<file path="src/rtl/time_set_ctrl_pkg.sv">
// Shared definitions for the clock time-set controller.
// Holds the FSM state encoding, the button-owner select type and the
// default timing constants for a 100 MHz core clock.
package time_set_ctrl_pkg;

  typedef enum logic [1:0] {
    ST_IDLE     = 2'd0,
    ST_HOLD     = 2'd1,
    ST_REPEAT   = 2'd2,
    ST_WAIT_REL = 2'd3
  } state_e;

  // Which button owns the HOLD/REPEAT sequence.
  typedef enum logic {
    SEL_HOUR = 1'b0,
    SEL_MIN  = 1'b1
  } sel_e;

  localparam int unsigned DEF_HOLD_CYCLES   = 50_000_000; // 0.5 s
  localparam int unsigned DEF_REPEAT_CYCLES = 20_000_000; // 0.2 s
  localparam int unsigned DEF_BLINK_CYCLES  = 25_000_000; // 0.25 s half-period
  localparam int unsigned DEF_CNT_W         = 27;

endpackage

</file>
<file path="src/rtl/time_set_ctrl_edge_detect.sv">
// edge_detect: rising-edge detector for one debounced button level.
// Latency: rise_o is combinational from lvl_i against a 1-cycle delayed copy.
// Backpressure: none; free-running.
// Ports: clk_i clock, rst_ni sync active-low reset, lvl_i button level,
//        rise_o high while lvl_i=1 and the previous level was 0.
module edge_detect (
  input  logic clk_i,
  input  logic rst_ni,
  input  logic lvl_i,
  output logic rise_o
);

  logic lvl_q;

  // Reset loads the live level too, so a button held through reset is
  // treated as already pressed and never produces a rise.
  always_ff @(posedge clk_i) begin
    if (!rst_ni) begin
      lvl_q <= lvl_i;
    end else begin
      lvl_q <= lvl_i;
    end
  end

  assign rise_o = lvl_i & ~lvl_q;

endmodule

</file>
<file path="src/rtl/time_set_ctrl.sv">
// time_set_ctrl: time-set sequencer producing hour/min increment pulses with
//   hold-to-auto-repeat, a seconds-clear pulse and a set-mode blink enable.
// Latency: every output is registered, 1 cycle after the triggering edge/count.
// Backpressure: none; pulses are fire-and-forget single-cycle strobes.
// Ports: Clk_100M clock, Reset_n sync active-low reset, hour_btn/min_btn/
//   mode_btn debounced levels; set_mode, hour_inc, min_inc, sec_clr, blink out.
module time_set_ctrl
  import time_set_ctrl_pkg::*;
#(
  parameter int unsigned HOLD_CYCLES   = DEF_HOLD_CYCLES,
  parameter int unsigned REPEAT_CYCLES = DEF_REPEAT_CYCLES,
  parameter int unsigned BLINK_CYCLES  = DEF_BLINK_CYCLES,
  parameter int unsigned CNT_W         = DEF_CNT_W
) (
  input  logic Clk_100M,
  input  logic Reset_n,
  input  logic hour_btn,
  input  logic min_btn,
  input  logic mode_btn,
  output logic set_mode,
  output logic hour_inc,
  output logic min_inc,
  output logic sec_clr,
  output logic blink
);

  localparam logic [CNT_W-1:0] HOLD_LAST   = CNT_W'(HOLD_CYCLES - 1);
  localparam logic [CNT_W-1:0] REPEAT_LAST = CNT_W'(REPEAT_CYCLES - 1);
  localparam logic [CNT_W-1:0] BLINK_LAST  = CNT_W'(BLINK_CYCLES - 1);

  logic hour_rise, min_rise, mode_rise;

  edge_detect u_hour_ed (.clk_i(Clk_100M), .rst_ni(Reset_n), .lvl_i(hour_btn), .rise_o(hour_rise));
  edge_detect u_min_ed  (.clk_i(Clk_100M), .rst_ni(Reset_n), .lvl_i(min_btn),  .rise_o(min_rise));
  edge_detect u_mode_ed (.clk_i(Clk_100M), .rst_ni(Reset_n), .lvl_i(mode_btn), .rise_o(mode_rise));

  state_e           state_q, state_d;
  sel_e             sel_q, sel_d;
  logic [CNT_W-1:0] cnt_q, cnt_d;
  logic [CNT_W-1:0] blink_cnt_q, blink_cnt_d;
  logic             set_mode_q, set_mode_d;
  logic             blink_q, blink_d;
  logic             hour_inc_q, hour_inc_d;
  logic             min_inc_q, min_inc_d;
  logic             sec_clr_q, sec_clr_d;

  logic sel_lvl;
  logic mode_exit;

  always_comb begin
    state_d     = state_q;
    sel_d       = sel_q;
    cnt_d       = cnt_q;
    set_mode_d  = set_mode_q;
    blink_d     = blink_q;
    blink_cnt_d = blink_cnt_q;
    hour_inc_d  = 1'b0;
    min_inc_d   = 1'b0;
    sec_clr_d   = 1'b0;

    sel_lvl   = (sel_q == SEL_MIN) ? min_btn : hour_btn;
    mode_exit = mode_rise & set_mode_q;

    if (mode_rise) begin
      set_mode_d = ~set_mode_q;
    end

    // Leaving set mode overrides whatever the FSM would have done this
    // cycle, including a terminal-count pulse.
    if (mode_exit) begin
      state_d = ST_IDLE;
      cnt_d   = '0;
    end else begin
      unique case (state_q)
        ST_IDLE: begin
          if (set_mode_q) begin
            if (hour_rise && min_rise) begin
              sec_clr_d = 1'b1;
              state_d   = ST_WAIT_REL;
            end else if (hour_rise) begin
              hour_inc_d = 1'b1;
              sel_d      = SEL_HOUR;
              cnt_d      = '0;
              state_d    = ST_HOLD;
            end else if (min_rise) begin
              min_inc_d = 1'b1;
              sel_d     = SEL_MIN;
              cnt_d     = '0;
              state_d   = ST_HOLD;
            end
          end
        end
        ST_HOLD, ST_REPEAT: begin
          // Release is checked first so it beats a coincident terminal count.
          if (!sel_lvl) begin
            state_d = ST_IDLE;
            cnt_d   = '0;
          end else if (cnt_q == ((state_q == ST_HOLD) ? HOLD_LAST : REPEAT_LAST)) begin
            hour_inc_d = (sel_q == SEL_HOUR);
            min_inc_d  = (sel_q == SEL_MIN);
            cnt_d      = '0;
            state_d    = ST_REPEAT;
          end else begin
            cnt_d = cnt_q + CNT_W'(1);
          end
        end
        ST_WAIT_REL: begin
          if (!hour_btn && !min_btn) begin
            state_d = ST_IDLE;
          end
        end
        default: begin
          state_d = ST_IDLE;
          cnt_d   = '0;
        end
      endcase
    end

    // Blink starts high on entry so the display visibly reacts at once.
    if (mode_exit) begin
      blink_d     = 1'b0;
      blink_cnt_d = '0;
    end else if (mode_rise) begin
      blink_d     = 1'b1;
      blink_cnt_d = '0;
    end else if (set_mode_q) begin
      if (blink_cnt_q == BLINK_LAST) begin
        blink_cnt_d = '0;
        blink_d     = ~blink_q;
      end else begin
        blink_cnt_d = blink_cnt_q + CNT_W'(1);
      end
    end
  end

  always_ff @(posedge Clk_100M) begin
    if (!Reset_n) begin
      state_q     <= ST_IDLE;
      sel_q       <= SEL_HOUR;
      cnt_q       <= '0;
      blink_cnt_q <= '0;
      set_mode_q  <= 1'b0;
      blink_q     <= 1'b0;
      hour_inc_q  <= 1'b0;
      min_inc_q   <= 1'b0;
      sec_clr_q   <= 1'b0;
    end else begin
      state_q     <= state_d;
      sel_q       <= sel_d;
      cnt_q       <= cnt_d;
      blink_cnt_q <= blink_cnt_d;
      set_mode_q  <= set_mode_d;
      blink_q     <= blink_d;
      hour_inc_q  <= hour_inc_d;
      min_inc_q   <= min_inc_d;
      sec_clr_q   <= sec_clr_d;
    end
  end

  assign set_mode = set_mode_q;
  assign hour_inc = hour_inc_q;
  assign min_inc  = min_inc_q;
  assign sec_clr  = sec_clr_q;
  assign blink    = blink_q;

endmodule
</file>
<file path="config.mk">
export PLATFORM = sky130hd
export DESIGN_NAME = time_set_ctrl
export DESIGN_NICKNAME = d
export VERILOG_FILES = /design/src/rtl/time_set_ctrl_pkg.sv /design/src/rtl/time_set_ctrl_edge_detect.sv /design/src/rtl/time_set_ctrl.sv
export SDC_FILE = /design/constraint.sdc
export NUM_CORES = 1
export LEC_CHECK = 0
export CAP_MARGIN = 10
export CORE_MARGIN = 4
export CORE_UTILIZATION = 38
export DETAILED_ROUTE_END_ITERATION = 12
export SETUP_SLACK_MARGIN = 0.05
export SYNTH_ARGS = -nofsm -noshare
export SYNTH_HDL_FRONTEND = slang
export SYNTH_SLANG_ARGS = --single-unit
</file>
<file path="constraint.sdc">
create_clock -name Clk_100M -period 2.45 [get_ports Clk_100M]
set_clock_uncertainty 0.15 [all_clocks]
set_input_delay 0.3675 -clock Clk_100M [delete_from_list [all_inputs] [get_ports Clk_100M]]
set_output_delay 0.3675 -clock Clk_100M [all_outputs]
set_load 0.01 [all_outputs]
</file>
### Word level (Yosys, flattened, before mapping)

Cells that the tools add are included.

* equality and inequality tests: 11
* add/subtract/negate cells: 2
* reduce and logical (&&, ||, !) cells: 17
* multiplexer cells: 37
* bitwise operators: 14

Operators with widths (count)
* $mux 27: 7
* $add 27x1->27 const B: 2
* $pmux 27 s2: 1
* $eq 27x25->1 const B: 1
* $eq 27x26->1: 1
* $mux 26: 1
* $mux 1: 18
* $mux 2: 7
* $not 1->1: 10
* $reduce_and 4->1: 2
* $reduce_bool 2->1: 4
* $ne 2x2->1 const B: 3
* $ne 3x3->1 const B: 2
* $pmux 2 s3: 1
* $reduce_and 5->1: 1
* $and 1x1->1: 4
* $eq 2x2->1 const B: 2
* $ne 4x4->1 const B: 1
* $pmux 1 s2: 2
* $reduce_or 2->1: 2
* $reduce_or 4->1: 1
* $reduce_or 3->1: 1
* $eq 2x1->1 const B: 1
* $logic_and 1x1->1: 2
* other kinds (3): 4

* output and inout port bits: 5
* bits in registers: 65
* logic and storage cells: 93
* input port bits: 5

### Longest topological paths before layout

* depth in word-level cells: 7
* gate-level depth with buffers: 10
* depth with buffers taken out: 7

### By module

From an unflattened synthesis, not the netlist that was laid out.

* cells, all modules: 366
* area total of the unflattened synthesis: 3219.3 sq um

By module, submodules not included
* time_set_ctrl: seq. area each 1241.2 sq um, area each 3118.0 sq um, times used 1, cells an instance 360
* edge_detect: seq. area each 20.0 sq um, area each 33.8 sq um, times used 3, cells an instance 2

### Worst setup path after synthesis

Ideal clock, no wire load.

* path type: flip-flop to flip-flop
* from: reg state_q[1]
* to: reg cnt_q[12]
* buffers on the path: 1
* period minus slack after synthesis: 2.372 ns
* data required time: 2.175 ns
* library setup time: 0.125 ns
* data arrival time: 2.096 ns
* stages on the path, launching flop included: 8
* path slack: 0.078 ns
* cells stage by stage: dfxtp_1 inv_1 ha_1 or4_4 a2111oi_4 a2bb2oi_4 buf_6 a21oi_1

* word-level cells in the longest chain between the ends: 6
* elaborated cells on any way between the ends: 14
* those cells by class: eq/ne: 6; mux: 4; reduce/logical: 4

RTL lines
* start, declared: RTL line time_set_ctrl.sv:37 `state_e state_q, state_d;`
* start signal, assigned: RTL line time_set_ctrl.sv:148 `state_q <= state_d;`
* $eq 2x1->1: RTL line time_set_ctrl.sv:74, time_set_ctrl.sv:98
* $mux 26: RTL line time_set_ctrl.sv:98 `end else if (cnt_q == ((state_q == ST_HOLD) ? HOLD_LAST : REPEAT_LAST)) begin`
* $eq 27x26->1: RTL line time_set_ctrl.sv:98
* $mux 27: RTL line time_set_ctrl.sv:98
* $mux 27: RTL line time_set_ctrl.sv:95 `if (!sel_lvl) begin`
* $pmux 27 s2: RTL line time_set_ctrl.sv:74 `unique case (state_q)`
* end signal, assigned: RTL line time_set_ctrl.sv:150 `cnt_q <= cnt_d;`
* end, declared: RTL line time_set_ctrl.sv:39 `logic [CNT_W-1:0] cnt_q, cnt_d;`

Parallel ways exist; a longest one is shown, timed or not.
A chain may end at the register's enable or synchronous reset.

### Worst setup path after layout

* from: reg cnt_q[11]
* to: reg cnt_q[10]

* word-level cells in the longest chain between the ends: 4

RTL lines (RTL line)
* $eq 27x26->1: time_set_ctrl.sv:98
* $mux 27: time_set_ctrl.sv:98
* $mux 27: time_set_ctrl.sv:95
* $pmux 27 s2: time_set_ctrl.sv:74

No other way between the ends.

==> impl_metrics.json <==
{
  "worstHoldPathType": "reg2reg",
  "drt_iter0_drc": 103,
  "wl_per_cell_um": 14.15,
  "hold_path_depth": 2,
  "yosysTopAreaCell": "dfxtp_1",
  "synth_xor_area_share_pct": 6.865,
  "clk_pin_slew_ns": 0.08,
  "fin_nets": 438,
  "yosysMostFrequentCell": "dfxtp_1",
  "clock-sinks": 65,
  "vias": 3016,
  "synth-edff-count": 0,
  "tightest_slew_ns": 0.5232,
  "slew_viol_final": 0,
  "leakage_nw": 1.249,
  "synth-simple-area-share_pct": 31.04,
  "use_met2_pct": 23.54,
  "drc": 0,
  "yosysSeqAreaShare_pct": 39.23,
  "gp_congestion": 0.8319,
  "drtPass1Iterations": 4,
  "cts-root-buf": "clkbuf_8",
  "fin_util_pct": 48.47,
  "crit_slowest_cell": "or4_4",
  "grt_usage_pct": 14.64,
  "yosys-top-cells-area": "dfxtp_1, a21oi_1, xnor2_1",
  "postCtsHoldBufs": 0,
  "critPathLaunchType": "register",
  "drive_gt1_share_pct": 19.21,
  "grt_pass1_vias": 2664,
  "cap_violations": 0,
  "ff2ff_path_depth": 7,
  "hold_path_end": "cnt_q[1]",
  "ir_drop_mv": 0.2638,
  "synth_compound_area_share_pct": 15.77,
  "die_h_um": 101.4,
  "regArea_mm2": 0.001305,
  "diodes": 0,
  "io_buffer_count": 9,
  "die_w_um": 101.4,
  "antenna_found_initial": 0,
  "path_cells": "nand2_1 > or4_4 > a2111oi_4 > buf_4 > a2bb2oi_4 > clkbuf_16 > a21oi_1",
  "overflow": 0,
  "yosysWarnings": 0,
  "synth_common_cells": "dfxtp_1, a21oi_1, nor2_1",
  "ff2ff_setup_slack_ns": 0.05,
  "cp.required_ns": 2.52,
  "grt_max_degree": 28,
  "period_needed_ns": 2.397,
  "drtAntennaViolNets": 0,
  "status": "finished, final reports clean",
  "synth_mux_area_share_pct": 0.9053,
  "fin_crit_sh_pct": 97.83,
  "grt_pass1_wl_um": 12240,
  "nFillCells": 807,
  "gr-usage-met3_pct": 4.545,
  "clockBufferDepth": 2,
  "synth_seq_cells": 65,
  "setup-violations-final": 0,
  "clkLatencyLatePin_ns": 0.34,
  "synth_top_family_by_area": "simple AND/OR/NAND/NOR gates",
  "rsz0062_at_grt": "yes",
  "syn_area_per_cell_um2": 8.527,
  "numCtsBuffers": 9,
  "fin_tns_setup_ns": 0,
  "max_freq_mhz": 417.2,
  "cts_tree": "built",
  "multi_input_area_mm2": 0.001968,
  "rows": 33,
  "grt.busiest_layer": "met2",
  "hpwl_um": 5065,
  "synth_top_area_share_pct": 39.23,
  "path_class": "reg2reg",
  "final_area_mm2": 0.004043,
  "yosysUniqueCellTypes": 48,
  "async_reset_ff_share_pct": 0,
  "start_util_pct": 39.77,
  "routed_wl_um": 7598,
  "crit_fanout": 7,
  "finalHoldViolCount": 0,
  "synth-adder-area-share_pct": 2.263,
  "syn_to_final_growth_pct": 21.88,
  "p_per_area_mw_per_mm2": 574.9,
  "reg2reg_from": "cnt_q[11]",
  "synthesis.nets": 400,
  "hold_start": "cnt_q[1]",
  "htree_num_levels": 3,
  "cp-end-kind": "register",
  "ys.flop_type": "dfxtp_1",
  "coreArea_mm2": 0.008341,
  "timing.rr.end": "cnt_q[10]",
  "max_stage_delay_ns": 0.50,
  "syn_area_mm2": 0.003317,
  "arrival_ns": 2.47,
  "met1_usage_pct": 19.11,
  "io_pins": 10,
  "synthCells": 389,
  "vias_per_cell": 5.616,
  "slew_headroom_pct": 64.89,
  "placed_cells": 515,
  "instances_no_fill": 537,
  "dieArea_mm2": 0.01029,
  "dpl_cell_area_mm2": 0.003650
}
## worst max-delay path, delay by kind of cell (launching register included)
kind	cells	cell delay (ns)
buffers and inverters	2	0.41
AO/OA/AOI/OAI	3	0.69
AND/OR/NAND/NOR	2	0.61
flip-flops	1	0.41
## flip-flops by register name (all words and copies together), names as in the netlist
| name | cells |
|---|---|
| blink | 1 |
| blink_cnt_q | 27 |
| cnt_q | 27 |
| hour_inc | 1 |
| min_inc | 1 |
| sec_clr | 1 |
| sel_q | 1 |
| set_mode | 1 |
| state_q | 2 |
| u_hour_ed.lvl_q | 1 |
| u_min_ed.lvl_q | 1 |
| u_mode_ed.lvl_q | 1 |
## how the worst max path moves through the flow
| stage | cells after the start | startpoint | endpoint | slack (ns) |
|---|---|---|---|---|
| floorplan | 7 | state_q[1] | cnt_q[12] | 0.08 |
| global placement | 8 | hour_btn | cnt_q[21] | -0.0004 |
| detailed placement | 8 | hour_btn | cnt_q[21] | -0.04 |
| CTS | 8 | state_q[1] | min_inc | 0.05 |
| global route | 8 | cnt_q[0] | cnt_q[23] | -0.0005 |
| finish | 7 | cnt_q[11] | cnt_q[10] | 0.05 |
## where the power goes
group	switching (mW)	internal, mW
sequential	0.00937	1.07
clock	0.442	0.577
combinational	0.118	0.109
## final cells by class
class                           count  share of cell area, %
Timing Repair Buffer               40                  9.347
Inverter                           11                  1.021
Multi-Input combinational cell    300                  48.68
Sequential cell                    65                  32.28
Clock inverter                      6                  2.259
Tap cell                          105                  3.250
Clock buffer                       10                  3.157
## cells by family after synthesis
logic type,after synthesis
flops,65
buf+inv,24
mux,3
compound gates,81
simple gates,184
xor+xnor,26
fa+ha+maj,6
## per-stage QoR
stage                     setup WS (ns)  hold slack (ns)  power [mW]
final                           0.05311           0.3311       2.324
after global routing         -0.0004972           0.3496       2.414
after CTS                       0.05326           0.3308       2.308
after detailed placement       -0.04289           0.3202       1.281
after global placement       -0.0003684           0.3100       1.280
after floorplan                 0.07822           0.2452       1.218
## cells in the final DEF (no fill, tap or decap), types with 3 or more instances in the layout
master	count
dfxtp_2	3
a21oi_2	8
nor4b_1	4
mux2i_1	3
xor2_1	11
xnor2_1	15
nand2b_1	5
and3_1	3
nand2_1	30
o211ai_1	3
or3_1	12
o31ai_1	16
and4_1	4
nand4_1	17
nand3_1	19
clkinvlp_4	3
nor3_1	11
nor4_1	7
ha_1	3
dfxtp_1	62
or4_1	14
a31oi_1	3
nor2_1	34
inv_1	10
buf_4	26
a21oi_1	26
clkdlybuf4s50_1	9
o21ai_0	15
clkbuf_8	9
and2b_2	4
## timing repair
action                                 CTS  global route
setup buffers                            0             3
resized for setup                        0            23
endpoints found under the hold margin    0             0
setup endpoints to repair                0            31
## layer usage
| metal | part of all wire [%] | vias to the layer above |
|---|---|---|
| met5 | 0 | - |
| li1 | - | 1516 |
| met4 | 1.1 | 0 |
| met2 | 45 | 55 |
| met3 | 4.0 | 9 |
| met1 | 50 | 1436 |
No activity file was read; power rests on OpenSTA's default activity.
